$ cat src/rtl/muldiv_seq.sv
`default_nettype none
// ============================================================================
// Module      : muldiv_seq
// Description : Iterative signed/unsigned multiply and divide, one bit per
//               cycle, with HI/LO results behind a valid/ready handshake.
//               Multiply is shift-add over operand magnitudes; divide is
//               restoring division. Signs are applied in a single fix-up
//               cycle after the iterations.
// Ports       : clk, rst                  clock, synchronous active-high reset
//               in_valid/in_ready, op,    request handshake, opcode
//               a, b                      (00 MULT 01 MULTU 10 DIV 11 DIVU)
//               flush                     abort in-flight operation
//               out_valid/out_ready       result handshake
//               hi, lo, div_zero          result (product or rem/quot)
//               busy                      iterating or fixing up
// Revision    : 1.0 - initial release
// ============================================================================
module muldiv_seq #(
    parameter int WIDTH = 32,
    parameter int CNT_W = $clog2(WIDTH) + 1
) (
    input  logic             clk,
    input  logic             rst,
    input  logic             in_valid,
    output logic             in_ready,
    input  logic [1:0]       op,
    input  logic [WIDTH-1:0] a,
    input  logic [WIDTH-1:0] b,
    input  logic             flush,
    output logic             out_valid,
    input  logic             out_ready,
    output logic [WIDTH-1:0] hi,
    output logic [WIDTH-1:0] lo,
    output logic             div_zero,
    output logic             busy
);

    localparam logic [1:0] c_st_idle = 2'd0;
    localparam logic [1:0] c_st_calc = 2'd1;
    localparam logic [1:0] c_st_fix  = 2'd2;
    localparam logic [1:0] c_st_done = 2'd3;

    logic [1:0]         r_state;
    logic [1:0]         w_state_next;
    logic [CNT_W-1:0]   r_cnt;
    logic               r_is_div;
    logic               r_sa;
    logic               r_sb;
    logic               r_dz;
    logic [WIDTH-1:0]   r_a_raw;
    logic [WIDTH-1:0]   r_ma;
    logic [WIDTH-1:0]   r_mb;
    logic [WIDTH-1:0]   r_rem;
    // Multiply: {partial product, remaining multiplier bits}.
    // Divide: low half shifts dividend bits out and quotient bits in.
    logic [2*WIDTH-1:0] r_acc;
    logic [WIDTH-1:0]   r_hi;
    logic [WIDTH-1:0]   r_lo;
    logic               r_div_zero;

    logic               w_accept;
    logic               w_signed_op;
    logic [WIDTH-1:0]   w_abs_a;
    logic [WIDTH-1:0]   w_abs_b;
    logic [WIDTH:0]     w_mul_sum;
    logic [WIDTH:0]     w_div_shift;
    logic               w_div_ge;
    logic [WIDTH-1:0]   w_rem_next;
    logic [2*WIDTH-1:0] w_prod;
    logic [WIDTH-1:0]   w_quo;
    logic [WIDTH-1:0]   w_remf;
    logic [WIDTH-1:0]   w_hi_fix;
    logic [WIDTH-1:0]   w_lo_fix;
    logic               w_dz_fix;

    // flush in IDLE blocks the accept
    assign w_accept    = (r_state == c_st_idle) && in_valid && !flush;
    assign w_signed_op = ~op[0];
    // Negating the most negative value yields 2^(WIDTH-1) in unsigned view.
    assign w_abs_a     = (w_signed_op && a[WIDTH-1]) ? -a : a;
    assign w_abs_b     = (w_signed_op && b[WIDTH-1]) ? -b : b;

    // One shift-add step: add multiplicand if the current multiplier bit is 1.
    assign w_mul_sum   = {1'b0, r_acc[2*WIDTH-1:WIDTH]} +
                         (r_acc[0] ? {1'b0, r_ma} : {(WIDTH+1){1'b0}});

    // One restoring step on a WIDTH+1-bit trial remainder.
    assign w_div_shift = {r_rem, r_acc[WIDTH-1]};
    assign w_div_ge    = (w_div_shift >= {1'b0, r_mb});
    assign w_rem_next  = w_div_ge ? WIDTH'(w_div_shift - {1'b0, r_mb})
                                  : w_div_shift[WIDTH-1:0];

    // Sign flags are latched as 0 for unsigned ops, so no op check needed.
    assign w_prod = (r_sa ^ r_sb) ? -r_acc : r_acc;
    assign w_quo  = (r_sa ^ r_sb) ? -r_acc[WIDTH-1:0] : r_acc[WIDTH-1:0];
    assign w_remf = r_sa ? -r_rem : r_rem;

    always_comb begin
        w_hi_fix = w_prod[2*WIDTH-1:WIDTH];
        w_lo_fix = w_prod[WIDTH-1:0];
        w_dz_fix = 1'b0;
        if (r_is_div) begin
            if (r_dz) begin
                w_hi_fix = r_a_raw;
                w_lo_fix = {WIDTH{1'b1}};
                w_dz_fix = 1'b1;
            end else begin
                w_hi_fix = w_remf;
                w_lo_fix = w_quo;
            end
        end
    end

    always_ff @(posedge clk) begin
        if (rst) begin
            r_state <= c_st_idle;
        end else begin
            r_state <= w_state_next;
        end
    end

    always_comb begin
        w_state_next = r_state;
        case (r_state)
            c_st_idle: if (w_accept) w_state_next = c_st_calc;
            c_st_calc: begin
                if (flush)               w_state_next = c_st_idle;
                else if (r_cnt == '0)    w_state_next = c_st_fix;
            end
            c_st_fix:  w_state_next = flush ? c_st_idle : c_st_done;
            c_st_done: if (flush || out_ready) w_state_next = c_st_idle;
            default:   w_state_next = c_st_idle;
        endcase
    end

    always_ff @(posedge clk) begin
        if (rst) begin
            r_cnt      <= '0;
            r_is_div   <= 1'b0;
            r_sa       <= 1'b0;
            r_sb       <= 1'b0;
            r_dz       <= 1'b0;
            r_a_raw    <= '0;
            r_ma       <= '0;
            r_mb       <= '0;
            r_rem      <= '0;
            r_acc      <= '0;
            r_hi       <= '0;
            r_lo       <= '0;
            r_div_zero <= 1'b0;
        end else begin
            if (w_accept) begin
                r_cnt    <= CNT_W'(WIDTH - 1);
                r_is_div <= op[1];
                r_sa     <= w_signed_op & a[WIDTH-1];
                r_sb     <= w_signed_op & b[WIDTH-1];
                r_dz     <= op[1] && (b == '0);
                r_a_raw  <= a;
                r_ma     <= w_abs_a;
                r_mb     <= w_abs_b;
                r_rem    <= '0;
                r_acc    <= {{WIDTH{1'b0}}, (op[1] ? w_abs_a : w_abs_b)};
            end else if (r_state == c_st_calc) begin
                if (r_cnt != '0) begin
                    r_cnt <= r_cnt - 1'b1;
                end
                if (r_is_div) begin
                    r_rem              <= w_rem_next;
                    r_acc[WIDTH-1:0]   <= {r_acc[WIDTH-2:0], w_div_ge};
                end else begin
                    r_acc <= {w_mul_sum, r_acc[WIDTH-1:1]};
                end
            end
            // Results commit only when FIX completes without an abort.
            if (r_state == c_st_fix && !flush) begin
                r_hi       <= w_hi_fix;
                r_lo       <= w_lo_fix;
                r_div_zero <= w_dz_fix;
            end
        end
    end

    assign in_ready  = (r_state == c_st_idle);
    assign out_valid = (r_state == c_st_done);
    assign busy      = (r_state == c_st_calc) || (r_state == c_st_fix);
    assign hi        = r_hi;
    assign lo        = r_lo;
    assign div_zero  = r_div_zero;

endmodule
`default_nettype wire

$ cat config.mk
export PLATFORM = sky130hd
export DESIGN_NAME = muldiv_seq
export DESIGN_NICKNAME = d
export VERILOG_FILES = /design/src/rtl/muldiv_seq.sv
export SDC_FILE = /design/constraint.sdc
export NUM_CORES = 1
export LEC_CHECK = 0
export BUFFER_PORTS_ARGS = -buffer_cell sky130_fd_sc_hd__buf_2
export CAP_MARGIN = 20
export CELL_PAD_IN_SITES_DETAIL_PLACEMENT = 0
export CELL_PAD_IN_SITES_GLOBAL_PLACEMENT = 2
export CORE_MARGIN = 2
export CORE_UTILIZATION = 32
export CTS_BUF_LIST = sky130_fd_sc_hd__clkbuf_16
export CTS_CLUSTER_SIZE = 12
export DETAILED_ROUTE_END_ITERATION = 10
export HOLD_SLACK_MARGIN = 0.12
export PLACE_DENSITY = 0.73
export SLEW_MARGIN = 20
export SYNTH_ARGS = -nofsm -noshare
export SYNTH_HDL_FRONTEND = slang
export SYNTH_SLANG_ARGS = --single-unit
$ cat constraint.sdc
create_clock -name clk -period 3.3 [get_ports clk]
set_clock_uncertainty 0.1 [all_clocks]
set_input_delay 0.66 -clock clk [delete_from_list [all_inputs] [get_ports clk]]
set_output_delay 0.66 -clock clk [all_outputs]
set_load 0.05 [all_outputs]
==> metrics, run 1 <==
run status complete, no violations; die outline area 56800 um^2; setup violation total in the final timing report 0; number of hold violations in the final report 0; Slowest-stage cell, CP sky130_fd_sc_hd__or4_4; critical path type reg2reg; site row count 85; final net count 2781; final total power 11.7 mW; Top FF cell, synth sky130_fd_sc_hd__dfxtp_1; antenna violations before repair 0; starting utilization of the core area 32.5%; Global Route Usage Sum 24.2%; number of design rule violations left after detail routing 0; crit-path cells or3_1 -> or4_4 -> or2_2 -> or4_4 -> o21a_1 -> a21oi_1 -> xor2_1 -> o21ai_1 -> o21ai_0 -> nor2_1; total of flip-flops plus latches after synthesis 268; cell type with the highest aggregate area in the netlist sky130_fd_sc_hd__dfxtp_1; most used cell, CP sky130_fd_sc_hd__or4_4; Setup crit start kind flop; net count after synthesis 2476; clock slew at reported path FFs 0.06 ns; leading post-synthesis cells by cell area sky130_fd_sc_hd__dfxtp_1 31%, sky130_fd_sc_hd__a21oi_1 7.6%, sky130_fd_sc_hd__nand2_1 6.2%; I/O pin total 139; DRT Pass-1 Iters 5; clock buffer count from CTS 35; minimum hold slack 0.304 ns; placement-stage cell area 20900 um^2; global placement routability congestion 0.889; number of pins with negative max-slew slack in the final report 0; Worst Path Max Fanout 4; average cell area after synthesis 7.55 um^2; fraction of the yosys area taken by sequential cells 30.5%; power density over the cells 525 nW/um^2; shortest period the worst path allows 3.22 ns; CORE AREA 54000 um^2; Static Leakage 9.31 nW; H-tree levels 2; required time reported for the critical path endpoint 3.63 ns; number of flops mapped to enable cells by yosys 0; cell area after layout 22400 um^2; port bufs 138; gr ovfl total 0; pin count of the biggest net entering global routing 104; Synth cell types 68; post-detailed-route wirelength per cell 21.0 um; relative slew slack 33.1%; vertical extent of the die 238 um; Syn Inst Count 2330; cell at the root of the clock tree sky130_fd_sc_hd__clkbuf_16; fraction of registers with async set/reset 0%; Worst Path Arrival 3.55 ns; ratio of routed vias to standard cells 5.36; die width 238 um; layout-stage area growth over the synthesis result 27.2%; post-detail-place hpwl 53.9 mm; Peak Freq 0.311 GHz; netlist area before placement 17600 um^2; clock tree from TritonCTS done; via count of the first global-routing pass 17.1k; global-route wire length before repair 105 mm; Yosys Warn Count 0; Maximum Capacitance Violations 0; number of antenna-violating nets in the routed design 0; kind of path behind the tightest hold check in2reg; RSZ-0062 raised after global routing true; Peak supply drop 297 uV; slew at the pin with the worst max-slew slack 0.995 ns; share of the synthesized area in the top cell type 30.5%; clock sinks 268; initial drt markers 1284; number of antenna diodes 0; fraction of the cycle the final worst path needs 97.5%; endpoint class of the critical path flop; buffers from clock root to sink, at most 3; insertion delay of the later-clocked pin in the worst-skew pair 0.57 ns; proportion of layout cells with a drive suffix above 1 21.2%; via count of the routed design 18.0k; maximum cell stage delay along the critical path 0.48 ns; final routed wirelength across all metal layers 70.5 mm
==> cell usage in the layout (no fill, tap or decap), drive strengths merged, types with 53 or more instances in the layout <==
| cell type | count |
|---|---|
| a211oi | 93 |
| a21oi | 268 |
| buf | 429 |
| dfxtp | 268 |
| ha | 73 |
| inv | 79 |
| mux2i | 53 |
| nand2 | 289 |
| nor2 | 220 |
| o211ai | 93 |
| o21ai | 138 |
| xnor2 | 105 |
| xor2 | 104 |
==> where the power goes <==
group	leakage [nW]	switching (mW)	internal (mW)
combinational	6.54	2.42	1.67
sequential	2.18	0.211	3.51
clock	0.589	1.56	2.36
==> stage by stage <==
| stage | util, % | TNS [ns] | setup slack [ns] | cells |
|---|---|---|---|---|
| after floorplan | - | -0.0202 | -0.0202 | 2330 |
| after global placement | 38.6 | -2.69 | -0.216 | 3286 |
| after detailed placement | 38.6 | -3.63 | -0.235 | 3286 |
| after CTS | 40.8 | 0 | 0.000651 | 3347 |
| after global routing | 41.4 | -0.187 | -0.0380 | 3354 |
| final | 41.4 | 0 | 0.0833 | 3354 |
==> sequential cells by signal, summed over array words and instances, names as in the netlist <==
signal,flops
r_rem,32
r_sb,1
r_ma,31
r_acc,64
r_sa,1
r_dz,1
r_is_div,1
hi,32
lo,32
div_zero,1
r_cnt,6
r_a_raw,32
r_mb,32
r_state,2
==> path summary, 6_finish.rpt <==
check	start	end	slack, ns	depth (start not counted)
min reg2reg	hi[6]$_SDFFE_PP0P_	hi[6]$_SDFFE_PP0P_	0.35	2
max reg2reg	r_acc[18]$_SDFFE_PP0P_	hi[18]$_SDFFE_PP0P_	0.08	10
max	r_acc[18]$_SDFFE_PP0P_	hi[18]$_SDFFE_PP0P_	0.08	10
min	a[31]	r_a_raw[31]$_SDFFE_PP0P_	0.30	3
==> layout make-up <==
cell class / count / area [um^2]
fill: 5651 / 31700
multi-input combinational: 1829 / 11700
sequential: 268 / 5380
timing repair buffer: 430 / 3030
clock buffer: 36 / 901
tap: 696 / 871
inverter: 71 / 267
clock inverter: 24 / 245
==> routing by layer <==
layer / share of wire [%] / wire length [um] / track usage (%)
met5: 0 / 0 / 0
met2: 46 / 32300 / 39.6
met3: 4.6 / 3220 / 3.26
met1: 47 / 33000 / 33.0
met4: 2.8 / 1990 / 7.05
==> worst max-delay path: cells and delay by family (launching register included) <==
family	cells	cell delay (ns)
AOI/OAI and AO/OA	4	0.66
xor gates and xnor gates	1	0.28
DFF	1	0.30
and+or+nand+nor	5	1.72
==> synth_stat cells (all sizes together) (4+ instances only) <==
| library cell | instances |
|---|---|
| xnor2 | 105 |
| o41ai | 16 |
| ha | 73 |
| or2 | 6 |
| nor2 | 220 |
| mux2i | 53 |
| nand2 | 289 |
| a31oi | 23 |
| nand3 | 20 |
| nand2b | 22 |
| buf | 19 |
| nor3 | 46 |
| o21ai | 138 |
| or3 | 27 |
| dfxtp | 268 |
| o21a | 8 |
| clkbuf | 143 |
| nor2b | 10 |
| o211ai | 93 |
| o22ai | 4 |
| inv | 69 |
| and2 | 38 |
| xor2 | 104 |
| nor4 | 22 |
| o31ai | 23 |
| a211oi | 93 |
| a21o | 35 |
| o21bai | 4 |
| and3 | 10 |
| nand4 | 13 |
| a21oi | 268 |
| or4 | 17 |
==> logic make-up (layout without fill, tap and decap cells) <==
kind of cell / after synthesis / count (layout) / share of synthesized area, %
adder cells (fa/ha/maj): 75 / 75 / 5.42
multiplexers: 54 / 54 / 3.08
AND/OR/NAND/NOR: 756 / 756 / 19.7
XOR/XNOR: 209 / 209 / 10.4
flip-flops: 268 / 268 / 30.5
AO/OA/AOI/OAI: 735 / 735 / 25.8
buffers and inverters: 233 / 561 / 5.07
==> timing repair <==
action | in CTS | in global routing
hold endpoints to repair | 0 | 0
hold buffers | 0 | 0
endpoints found under the setup margin | 19 | 43
resized for setup | 12 | 62
gates cloned | 0 | 1
pin swaps | 4 | 18
buffers inserted | 1 | 6
Power figures use the tool's default switching activity.
==> inputs of run 2 (changes only) <==
PLACE_DENSITY = 0.86   (was 0.73)
==> run 2 against run 1 <==
The run now ends with negative setup slack left. Sequential share of layout area increased by 0.23 points. Clock-buffer cell count down 1. Die area is the same. Hold slack lost 0.023 ns. Final area fell by 0.95%. Core utilization shrank 0.39 points. Combinational power is 2% lower. Register-to-register slack got worse by 0.13 ns. Non-clock buffer count is 12 lower. Critical path depth unchanged. Final cell count is 0.33% lower. Global-route usage fell by 1.3 points.
==> metrics, run 2 (synthesis gave the netlist of run 1 again) <==
run status finished, violations left; violations in the final reports negative setup slack; Maximum Capacitance Violations 0 (unchanged); via count of the routed design 18.0k (+0.14%); port bufs 138 (unchanged); required time reported for the critical path endpoint 3.63 ns (about the same); ratio of routed vias to standard cells 5.38 (+0.47%); placement-stage cell area 20700 um^2 (-0.55%); wl on met1 30.2 mm (-8.4%); site row count 85 (unchanged); most frequent cells in the layout 287 x sky130_fd_sc_hd__nand2_1, 268 x sky130_fd_sc_hd__buf_4, 263 x sky130_fd_sc_hd__dfxtp_1, 260 x sky130_fd_sc_hd__a21oi_1, 217 x sky130_fd_sc_hd__nor2_1; global-route wire length before repair 100 mm (-4.4%); largest register by flop count r_acc; clock slew at reported path FFs 0.06 ns (about the same); crit-path cells or3_4 -> or4_4 -> or4_4 -> buf_6 -> or2_4 -> or3_4 -> o41ai_4 -> xnor2_1 -> o21ai_1 -> a211oi_1; Worst Path Arrival 3.67 ns (+0.12 ns); Post-CTS Hold Fix Bufs 0 (unchanged); Reg power frac 32.7% (+1.0 points); number of antenna-violating nets in the routed design 0 (unchanged); Setup crit start kind flop; final net count 2768 (-0.47%); setup violation total in the final timing report 2 (+2); relative slew slack 29.6% (-3.5 points); I/O pin total 139 (unchanged); number of filler instances in the final layout 5538 (-2.0%); cell at the root of the clock tree sky130_fd_sc_hd__clkbuf_16; die width 238 um (unchanged); Global Route Usage Sum 22.9% (-1.3 points); Buf+Inv Stages, Crit Path 1 (+1); total length of routed met2 wires 30.8 mm (-4.6%); post-detail-place hpwl 51.6 mm (-4.4%); final routed wirelength across all metal layers 66.9 mm (-5.1%); layout-stage area growth over the synthesis result 26.0%; cell internal power dissipation 7.23 mW (-4.1%); initial drt markers 1275 (-0.70%); number of design rule violations left after detail routing 0 (unchanged); number of pins with negative max-slew slack in the final report 0 (unchanged); endpoint class of the critical path flop; Static Leakage 9.21 nW (-1.1%); post-detailed-route wirelength per cell 20.0 um (-4.8%); critical path's top delay family simple AND/OR/NAND/NOR gates; DRT Pass-1 Iters 6 (+1); minimum setup slack in the final design -0.0417 ns (-0.125 ns); via count of the first global-routing pass 17.2k (+0.66%); top sig layer met5; worst slack at placement -0.342 ns (-0.106 ns); most common cell after layout, fill and taps aside sky130_fd_sc_hd__nand2_1; clock buffer count from CTS 34 (-2.9%); die outline area 56800 um^2 (unchanged); Peak Freq 0.299 GHz (-3.7%); final total power 11.4 mW (-2.9%); slew at the pin with the worst max-slew slack 1.05 ns (+0.0597 ns); clock sinks 268 (unchanged); number of hold violations in the final report 0 (unchanged); clock tree from TritonCTS done; met3 wire length 3.53 mm (+9.9%); Slowest-stage cell, CP sky130_fd_sc_hd__or4_4; vertical extent of the die 238 um (unchanged); Peak supply drop 325 uV (+9.6%); switching component of the power 4.16 mW (-0.82%); pin count of the biggest net entering global routing 133 (+28%); power density over the cells 514 nW/um^2 (-2.0%); global placement routability congestion 0.938 (+5.5%); shortest period the worst path allows 3.34 ns (+0.125 ns); maximum cell stage delay along the critical path 0.47 ns (about the same); max FFs per register 64 (unchanged); starting utilization of the core area 32.5% (unchanged); cell area after layout 22100 um^2 (-0.95%); kind of path behind the tightest hold check in2reg; Combinational Power Share 35.2% (+0.4 points); gr ovfl total 0 (unchanged); number of antenna diodes 0 (unchanged); H-tree levels 2 (unchanged); RSZ-0062 raised after global routing true; critical path type reg2reg; fraction of the cycle the final worst path needs 101% (+3.8 points); clock share of power 32.2% (-1.2 points); buffers from clock root to sink, at most 3 (unchanged); fraction of power spent switching nets 36.5% (+0.78 points); Worst Path Max Fanout 4 (unchanged); CORE AREA 54000 um^2 (unchanged); insertion delay of the later-clocked pin in the worst-skew pair 0.55 ns (-0.02 ns); proportion of layout cells with a drive suffix above 1 20.7% (-0.52 points); antenna violations before repair 2 (+2)
run 2: path summary, 6_finish.rpt:
path,to,depth (start not counted),from,slack (ns)
worst max-delay path,hi[13]$_SDFFE_PP0P_,10,r_acc[2]$_SDFFE_PP0P_,-0.04
worst min-delay path,r_a_raw[30]$_SDFFE_PP0P_,3,a[30],0.28
worst max register to register,hi[13]$_SDFFE_PP0P_,10,r_acc[2]$_SDFFE_PP0P_,-0.04
worst min register to register,hi[23]$_SDFFE_PP0P_,2,hi[23]$_SDFFE_PP0P_,0.35
run 2: power groups by stage:
| stage | clock [mW] | combinational [mW] | sequential [mW] |
|---|---|---|---|
| after CTS | 3.73 | 3.89 | 3.71 |
| after global routing | 3.85 | 4.37 | 3.75 |
| final | 3.66 | 4.01 | 3.72 |
| after detailed placement | 0 | 3.85 | 3.78 |
| after floorplan | 0 | 2.35 | 3.75 |
| after global placement | 0 | 3.82 | 3.77 |
run 2: per-layer routing:
layer	up-vias	global-route usage [%]
met5	-	0
met1	8550	30.5
met4	2	8.71
met2	478	37.2
li1	8850	-
met3	117	3.55
run 2: metrics by stage:
step | TNS [ns] | cells | hold WS, ns | util (%)
final | -0.0448 | 3343 | 0.281 | 41.0
after CTS | -0.0416 | 3337 | 0.259 | 40.5
after global routing | -0.519 | 3343 | 0.286 | 41.0
after detailed placement | -6.21 | 3275 | 0.345 | 38.4
after floorplan | -0.0202 | 2330 | 0.332 | -
after global placement | -4.67 | 3275 | 0.340 | 38.4
run 2: repair_timing:
item                       in CTS  in global routing
buffers inserted                1                  6
setup endpoints to repair      26                 37
pin swaps                       5                 28
gates resized for setup        21                 51
run 2: final cells by class:
class                      count  area (um^2)  area share [%]
sequential                   268         5380            24.3
multi-input combinational   1829        11700            52.7
inverter                      71          267            1.20
clock inverter                26          180           0.814
timing repair buffer         418         2910            13.1
clock buffer                  35          876            3.96
tap                          696          871            3.93
run 2: worst min-delay path: stages:
cell                      delay [ns]
sky130_fd_sc_hd__buf_2          0.11
sky130_fd_sc_hd__nand2_1        0.05
sky130_fd_sc_hd__a21oi_1        0.05
